$ cat config.mk
export PLATFORM = sky130hd
export DESIGN_NAME = exec_unit_md
export DESIGN_NICKNAME = d
export VERILOG_FILES = /design/src/rtl/exec_pkg.sv /design/src/rtl/exec_unit_md_muldiv_seq.sv /design/src/rtl/exec_unit_md.sv
export SDC_FILE = /design/constraint.sdc
export NUM_CORES = 2
export LEC_CHECK = 0
export BUFFER_PORTS_ARGS = -buffer_cell sky130_fd_sc_hd__buf_2
export CORE_UTILIZATION = 58
export CTS_CLUSTER_SIZE = 25
export DETAILED_ROUTE_END_ITERATION = 10
export HOLD_SLACK_MARGIN = 0.12
export PLACE_DENSITY = 0.76
export SYNTH_ARGS = -nofsm -noshare
export SYNTH_HDL_FRONTEND = slang
export SYNTH_HIERARCHICAL = 1
export SYNTH_SLANG_ARGS = --single-unit
$ cat constraint.sdc
create_clock -name clk -period 4.9 [get_ports clk]
set_input_delay 0.49 -clock clk [delete_from_list [all_inputs] [get_ports clk]]
set_output_delay 0.49 -clock clk [all_outputs]
set_load 0.01 [all_outputs]
$ cat src/rtl/exec_pkg.sv
// Shared types for the execute stage: opcode enum, FSM states and op-group helpers.
package exec_pkg;

    localparam int DEFAULT_XLEN = 32;

    typedef enum logic [4:0] {
        OP_ADD    = 5'h00,
        OP_SUB    = 5'h01,
        OP_SLL    = 5'h02,
        OP_XOR    = 5'h03,
        OP_SRL    = 5'h04,
        OP_SRA    = 5'h05,
        OP_OR     = 5'h06,
        OP_AND    = 5'h07,
        OP_SLT    = 5'h08,
        OP_PASSB  = 5'h09,
        OP_SLTU   = 5'h0A,
        OP_MUL    = 5'h10,
        OP_MULH   = 5'h11,
        OP_MULHSU = 5'h12,
        OP_MULHU  = 5'h13,
        OP_DIV    = 5'h14,
        OP_DIVU   = 5'h15,
        OP_REM    = 5'h16,
        OP_REMU   = 5'h17
    } op_e;

    typedef enum logic [1:0] {
        S_IDLE,
        S_RUN,
        S_FIX,
        S_DONE
    } state_e;

    function automatic logic is_md(input op_e op);
        return (5'(op) >= 5'h10) && (5'(op) <= 5'h17);
    endfunction

    function automatic logic is_div(input op_e op);
        return op inside {OP_DIV, OP_DIVU, OP_REM, OP_REMU};
    endfunction

    function automatic logic is_signed_a(input op_e op);
        return op inside {OP_MUL, OP_MULH, OP_MULHSU, OP_DIV, OP_REM};
    endfunction

    function automatic logic is_signed_b(input op_e op);
        return op inside {OP_MUL, OP_MULH, OP_DIV, OP_REM};
    endfunction

endpackage

$ cat src/rtl/exec_unit_md_muldiv_seq.sv
// Radix-2 unsigned shift-add multiplier / restoring divider, one bit per cycle.
module muldiv_seq
    import exec_pkg::*;
#(
    parameter int XLEN = DEFAULT_XLEN
) (
    input  logic              clk,
    input  logic              rst_n,
    input  logic              abort,
    input  logic              start,
    input  op_e               op,
    input  logic [XLEN-1:0]   a,
    input  logic [XLEN-1:0]   b,
    output logic [2*XLEN-1:0] product,
    output logic [XLEN-1:0]   quotient,
    output logic [XLEN-1:0]   remainder,
    output logic              done
);

    localparam int CW = $clog2(XLEN);
    localparam logic [CW-1:0] LAST = CW'(XLEN - 1);

    logic            running;
    logic            div_mode;
    logic [CW-1:0]   cnt;
    logic [XLEN-1:0] m_q;
    logic [XLEN-1:0] hi_q;
    logic [XLEN-1:0] lo_q;
    logic [XLEN:0]   mul_sum;
    logic [XLEN:0]   div_shift;
    logic [XLEN:0]   div_diff;

    // hi:lo is the running product (multiplier shifts out of lo) or remainder:quotient
    assign mul_sum   = {1'b0, hi_q} + (lo_q[0] ? {1'b0, m_q} : '0);
    assign div_shift = {hi_q, lo_q[XLEN-1]};
    assign div_diff  = div_shift - {1'b0, m_q};

    assign done      = running && (cnt == LAST);
    assign product   = {hi_q, lo_q};
    assign quotient  = lo_q;
    assign remainder = hi_q;

    always_ff @(posedge clk) begin
        if (!rst_n) begin
            running  <= 1'b0;
            div_mode <= 1'b0;
            cnt      <= '0;
            m_q      <= '0;
            hi_q     <= '0;
            lo_q     <= '0;
        end else if (abort) begin
            running <= 1'b0;
        end else if (start) begin
            running  <= 1'b1;
            div_mode <= is_div(op);
            cnt      <= '0;
            m_q      <= is_div(op) ? b : a;
            lo_q     <= is_div(op) ? a : b;
            hi_q     <= '0;
        end else if (running) begin
            cnt <= cnt + 1'b1;
            if (cnt == LAST) begin
                running <= 1'b0;
            end
            if (div_mode) begin
                if (!div_diff[XLEN]) begin
                    hi_q <= div_diff[XLEN-1:0];
                    lo_q <= {lo_q[XLEN-2:0], 1'b1};
                end else begin
                    hi_q <= div_shift[XLEN-1:0];
                    lo_q <= {lo_q[XLEN-2:0], 1'b0};
                end
            end else begin
                hi_q <= mul_sum[XLEN:1];
                lo_q <= {mul_sum[0], lo_q[XLEN-1:1]};
            end
        end
    end

endmodule

$ cat src/rtl/exec_unit_md.sv
// Execute stage: single-cycle integer ALU plus iterative RV32M mul/div behind a valid/ready handshake.
module exec_unit_md
    import exec_pkg::*;
#(
    parameter int XLEN  = DEFAULT_XLEN,
    parameter int TAG_W = 5
) (
    input  logic             clk,
    input  logic             rst_n,
    input  logic             flush,
    input  logic             in_valid,
    output logic             in_ready,
    input  op_e              in_op,
    input  logic [XLEN-1:0]  in_a,
    input  logic [XLEN-1:0]  in_b,
    input  logic [TAG_W-1:0] in_tag,
    output logic             out_valid,
    input  logic             out_ready,
    output logic [XLEN-1:0]  out_result,
    output logic             out_zero,
    output logic             out_neg,
    output logic [TAG_W-1:0] out_tag,
    output logic             busy
);

    localparam int SHW = $clog2(XLEN);
    localparam logic [XLEN-1:0] MIN_VAL = {1'b1, {(XLEN-1){1'b0}}};

    state_e             state;
    op_e                op_q;
    logic [XLEN-1:0]    a_q;
    logic [XLEN-1:0]    b_q;
    logic [TAG_W-1:0]   tag_q;
    logic               a_neg_q;
    logic               b_neg_q;
    logic [XLEN-1:0]    md_res_q;

    logic               accept;
    logic               div_zero;
    logic               div_ovf;
    logic               md_start;
    logic [XLEN-1:0]    abs_a;
    logic [XLEN-1:0]    abs_b;
    logic [XLEN-1:0]    special_res;
    logic [2*XLEN-1:0]  md_prod;
    logic [2*XLEN-1:0]  prod_fix;
    logic [XLEN-1:0]    md_quot;
    logic [XLEN-1:0]    md_rem;
    logic               md_done;
    logic [XLEN-1:0]    fix_res;
    logic [XLEN-1:0]    done_res;

    function automatic logic [XLEN-1:0] alu(input op_e op, input logic [XLEN-1:0] a,
                                            input logic [XLEN-1:0] b);
        logic [SHW-1:0] sh;
        sh = b[SHW-1:0];
        case (op)
            OP_ADD:   return a + b;
            OP_SUB:   return a - b;
            OP_SLL:   return a << sh;
            OP_XOR:   return a ^ b;
            OP_SRL:   return a >> sh;
            OP_SRA:   return $unsigned($signed(a) >>> sh);
            OP_OR:    return a | b;
            OP_AND:   return a & b;
            OP_SLT:   return {{(XLEN-1){1'b0}}, $signed(a) < $signed(b)};
            OP_PASSB: return b;
            OP_SLTU:  return {{(XLEN-1){1'b0}}, a < b};
            default:  return '0;
        endcase
    endfunction

    assign in_ready = rst_n && !flush && (state == S_IDLE) && (!out_valid || out_ready);
    assign accept   = in_valid && in_ready;
    assign busy     = (state == S_RUN) || (state == S_FIX);

    assign div_zero = is_div(in_op) && (in_b == '0);
    assign div_ovf  = ((in_op == OP_DIV) || (in_op == OP_REM)) && (in_a == MIN_VAL) && (in_b == '1);
    assign md_start = accept && is_md(in_op) && !div_zero && !div_ovf;
    assign abs_a    = (is_signed_a(in_op) && in_a[XLEN-1]) ? -in_a : in_a;
    assign abs_b    = (is_signed_b(in_op) && in_b[XLEN-1]) ? -in_b : in_b;

    // Divide-by-zero and MIN/-1 are resolved at acceptance and never enter the iterator
    always_comb begin
        special_res = '0;
        if (div_zero) begin
            special_res = ((in_op == OP_DIV) || (in_op == OP_DIVU)) ? '1 : in_a;
        end else if (div_ovf) begin
            special_res = (in_op == OP_DIV) ? MIN_VAL : '0;
        end
    end

    muldiv_seq #(.XLEN(XLEN)) u_muldiv (
        .clk       (clk),
        .rst_n     (rst_n),
        .abort     (flush),
        .start     (md_start),
        .op        (in_op),
        .a         (abs_a),
        .b         (abs_b),
        .product   (md_prod),
        .quotient  (md_quot),
        .remainder (md_rem),
        .done      (md_done)
    );

    // Restore signs on the magnitude result; remainder takes the dividend's sign
    always_comb begin
        prod_fix = (a_neg_q ^ b_neg_q) ? -md_prod : md_prod;
        fix_res  = '0;
        case (op_q)
            OP_MUL:                       fix_res = prod_fix[XLEN-1:0];
            OP_MULH, OP_MULHSU, OP_MULHU: fix_res = prod_fix[2*XLEN-1:XLEN];
            OP_DIV, OP_DIVU:              fix_res = (a_neg_q ^ b_neg_q) ? -md_quot : md_quot;
            OP_REM, OP_REMU:              fix_res = a_neg_q ? -md_rem : md_rem;
            default:                      fix_res = '0;
        endcase
    end

    assign done_res = is_md(op_q) ? md_res_q : alu(op_q, a_q, b_q);

    always_ff @(posedge clk) begin
        if (!rst_n) begin
            state      <= S_IDLE;
            op_q       <= OP_ADD;
            a_q        <= '0;
            b_q        <= '0;
            tag_q      <= '0;
            a_neg_q    <= 1'b0;
            b_neg_q    <= 1'b0;
            md_res_q   <= '0;
            out_valid  <= 1'b0;
            out_result <= '0;
            out_zero   <= 1'b0;
            out_neg    <= 1'b0;
            out_tag    <= '0;
        end else if (flush) begin
            state     <= S_IDLE;
            out_valid <= 1'b0;
        end else begin
            if (out_valid && out_ready) begin
                out_valid <= 1'b0;
            end
            case (state)
                S_IDLE: begin
                    if (accept) begin
                        op_q     <= in_op;
                        a_q      <= in_a;
                        b_q      <= in_b;
                        tag_q    <= in_tag;
                        a_neg_q  <= is_signed_a(in_op) && in_a[XLEN-1];
                        b_neg_q  <= is_signed_b(in_op) && in_b[XLEN-1];
                        md_res_q <= special_res;
                        state    <= md_start ? S_RUN : S_DONE;
                    end
                end
                S_RUN: begin
                    if (md_done) begin
                        state <= S_FIX;
                    end
                end
                S_FIX: begin
                    md_res_q <= fix_res;
                    state    <= S_DONE;
                end
                S_DONE: begin
                    if (!out_valid || out_ready) begin
                        out_valid  <= 1'b1;
                        out_result <= done_res;
                        out_zero   <= (done_res == '0);
                        out_neg    <= done_res[XLEN-1];
                        out_tag    <= tag_q;
                        state      <= S_IDLE;
                    end
                end
                default: state <= S_IDLE;
            endcase
        end
    end

endmodule
==> flow_summary_export.csv <==
group,metric,value,unit
clock_tree,cts_resized,0,
floorplanning,rows,82,
placement,gp_congestion,1.12,
power,p_leak,12.5,nW
power,peakVddDrop,0.256,mV
floorplanning,die_w,229,um
layout,area_growth,7.07,%
clock_tree,clock_path_buffers,3,
drt,wirelength,131000,um
synth,dominantRegCellSynth,"dfxtp_1",
clock_tree,htreeDepth,1,
timing,rsz0062_at_grt,"no",
timing,min_period_over_period,93.2,%
global_routing,grt_pass1_wl,195000,um
clock_tree,ctsHoldBuffers,0,
global_routing,grt-ovfl-total,0,
drt,drt_iter0_drc,4240,
timing,drv_slew,0,
worst_setup_path,path_class,"reg -> reg",
worst_setup_path,startpoint_type,"flop",
floorplanning,die_h,229,um
global_routing,grt_max_degree,84,
timing,holdWs,0.152,ns
timing,finalClockSkew,0.0169,ns
timing,tightest_slew,1.21,ns
drt,drtPass1Iterations,10,
floorplanning,dieArea,0.0524,mm^2
clock_tree,numCtsBuffers,29,
drt,routed_via_density,6.99,
clock_tree,cts_root_buf,"clkbuf_16",
layout,layout.nets,4329,
min_path,hp-class,"in -> reg",
global_routing,antenna_found_initial,9,
synth,synthCells,4108,
synth,ys_ff_latch,252,
timing,fmax,219,MHz
floorplanning,core_area,0.0505,mm^2
synth,synth.distinct_cells,117,
worst_setup_path,critPathArrivalTime,5.07,ns
synth,synth_area,0.0299,mm^2
global_routing,grt_pass1_vias,30670,
synth,synthArstFlopShare,0,%
worst_setup_path,cp.required,5.40,ns
drt,vias,33338,
clock_tree,tritoncts,"yes",
timing,finalHoldViolCount,0,
power,p_per_area,186,mW/mm^2
placement,dpl.hpwl,100000,um
floorplanning,initial_utilization,59.2,%
placement,placed_cells,4713,
timing,setup_viol,0,
timing,period_minus_slack,4.57,ns
layout,drive_gt1_share,12.2,%
status,outcome,"complete, no violations",
drt,antenna_left,0,
drt,wire_per_inst,27.5,um
layout,instances_no_fill,4767,
timing,setup_tns,0,ns
placement,portBuffers,120,
synth,synth_seq_area_share,16.9,%
clock_tree,postCtsSetupBuffers,0,
synth,syn_nets,4365,
job,drv_cap,0,
timing,max_slew_margin,18.8,%
clock_tree,insertion_delay,0.58,ns
worst_setup_path,cp_max_fo,37,
clock_tree,clkTransAtPathRegs,0.06,ns
synth,synth_edf_count,0,
clock_tree,cts_sinks,252,
synth,avgSynthCellArea,7.27,um^2
floorplanning,io_pins,121,
synth,yosys_warnings,6,
global_routing,grt.total_usage,48.4,%
worst_setup_path,end_kind,"flop",
drt,drc,0,
[layout make-up]
class	instances	area, um^2
diodes	6	15.0
clock buffers	39	813
clock inverters	9	105
fillers	4700	18500
inverters	170	639
multi-input cells	3337	22600
flip-flops and latches	252	5050
well taps	672	841
repair buffers	282	1890
[sequential cells by signal, indices dropped and copies added, names as in the netlist, 2 cells and up]
name and flops:
a_q 32, b_q 32, md_res_q 32, out_result 32, u_muldiv/m_q 32, u_muldiv/quotient 32, u_muldiv/remainder 32, op_q 5
out_tag 5, tag_q 5, u_muldiv/cnt 5, state 2
[metrics by stage]
step	util (%)	setup WS [ns]	area (um^2)	total power, W
CTS	63.4	0.526	32000	0.00588
global route	63.4	0.209	32000	0.00611
floorplan	-	0.707	29900	0.00312
detailed placement	61.5	0.158	31100	0.00375
global placement	61.5	0.194	31100	0.00375
finish	63.4	0.335	32000	0.00597
[path summary, 6_finish.rpt]
path / from / end / slack (ns) / cells after the start
hold / removal: in_tag[2] / tag_q[2] / 0.15 / 3
setup reg to reg: b_q[1] / out_zero / 0.33 / 12
hold reg to reg: tag_q[4] / out_tag[4] / 0.45 / 2
setup / recovery: b_q[1] / out_zero / 0.33 / 12
[cell usage in the layout, fill, tap and decap left out, types with 15 or more instances in the layout]
| master | count |
|---|---|
| nand2_1 | 472 |
| a21oi_1 | 371 |
| nor2_1 | 342 |
| o21ai_0 | 267 |
| dfxtp_1 | 247 |
| ha_1 | 174 |
| inv_1 | 163 |
| mux2i_1 | 158 |
| buf_4 | 156 |
| xnor2_1 | 127 |
| buf_2 | 120 |
| xor2_1 | 109 |
| a211oi_1 | 109 |
| nand3_1 | 76 |
| nor3_1 | 73 |
| o31ai_1 | 61 |
| a31oi_1 | 58 |
| a21o_1 | 52 |
| and2_1 | 50 |
| nor2b_1 | 48 |
| or3_1 | 43 |
| mux4_2 | 42 |
| o22ai_1 | 41 |
| nand2b_1 | 40 |
| o211ai_1 | 40 |
| nand4_1 | 39 |
| a22oi_1 | 39 |
| nor4_1 | 38 |
| mux2_2 | 29 |
| clkbuf_16 | 29 |
| a221oi_1 | 27 |
| o221ai_1 | 21 |
| o21ai_1 | 21 |
| or4_1 | 20 |
| o41ai_1 | 19 |
| and3_1 | 16 |
| o21bai_1 | 16 |
| o21a_1 | 15 |
[synth_stat cells (19+ instances only)]
cell	n	share of area, %
a221oi_1	27	0.79
nor2_1	346	4.3
a21o_1	52	1.3
inv_1	164	2.1
nor3_1	76	1.3
or3_1	43	0.90
buf_4	75	1.9
o21ai_1	21	0.35
a21oi_1	373	6.2
o22ai_1	41	0.86
or4_1	20	0.50
xnor2_1	128	3.8
o221ai_1	21	0.62
a31oi_1	58	1.2
o21ai_0	268	4.5
mux4_2	42	3.2
a22oi_1	39	0.98
a211oi_1	109	2.7
nand2_1	473	5.9
nor2b_1	49	1.0
o211ai_1	40	1.0
o41ai_1	19	0.56
mux2i_1	158	5.3
and2_1	51	1.1
nand4_1	39	0.82
nand3_1	76	1.3
dfxtp_1	252	17
nand2b_1	40	0.84
ha_1	174	7.3
o31ai_1	61	1.5
buf_1	30	0.38
nor4_1	39	0.82
mux2_2	29	1.1
xor2_1	110	3.2
clkbuf_1	198	2.5
buf_2	38	0.64
[critical path: stages, from the launching register on]
cell and delay [ns]:
dfxtp_4 0.38, buf_4 0.47, mux4_2 0.65, mux2i_1 0.62, nor3b_1 0.12, a31o_2 0.27
nor4_1 0.23, o211ai_1 0.40, nor4_1 0.46, and4_1 0.25, and4_1 0.25, nand4_1 0.12
o31ai_2 0.22
[report_power, final]
part           total (W)  internal, W  switching, W
clock            0.00216      0.00126      0.000904
combinational    0.00166     0.000547       0.00112
sequential       0.00214      0.00209     0.0000569
[metal layers]
metal | vias to the layer above | global-route usage [%] | share of wire, %
li1 | 14954 | - | -
met1 | 15703 | 58.3 | 37
met2 | 2129 | 76.0 | 44
met3 | 546 | 11.1 | 11
met4 | 6 | 34.0 | 8.7
met5 | - | 0.276 | 0.031
[logic make-up (layout without fill, tap and decap cells)]
| group | Yosys count | count (layout) | synth area share, % |
|---|---|---|---|
| mux | 231 | 231 | 9.66 |
| other cells | 0 | 6 | 0 |
| xor+xnor | 239 | 239 | 7.07 |
| buf+inv | 519 | 500 | 7.80 |
| fa+ha+maj | 178 | 178 | 7.55 |
| simple gates | 1342 | 1342 | 21.3 |
| compound gates | 1347 | 1347 | 29.8 |
| flops | 252 | 252 | 16.9 |
No activity file was read; power rests on OpenSTA's default activity.
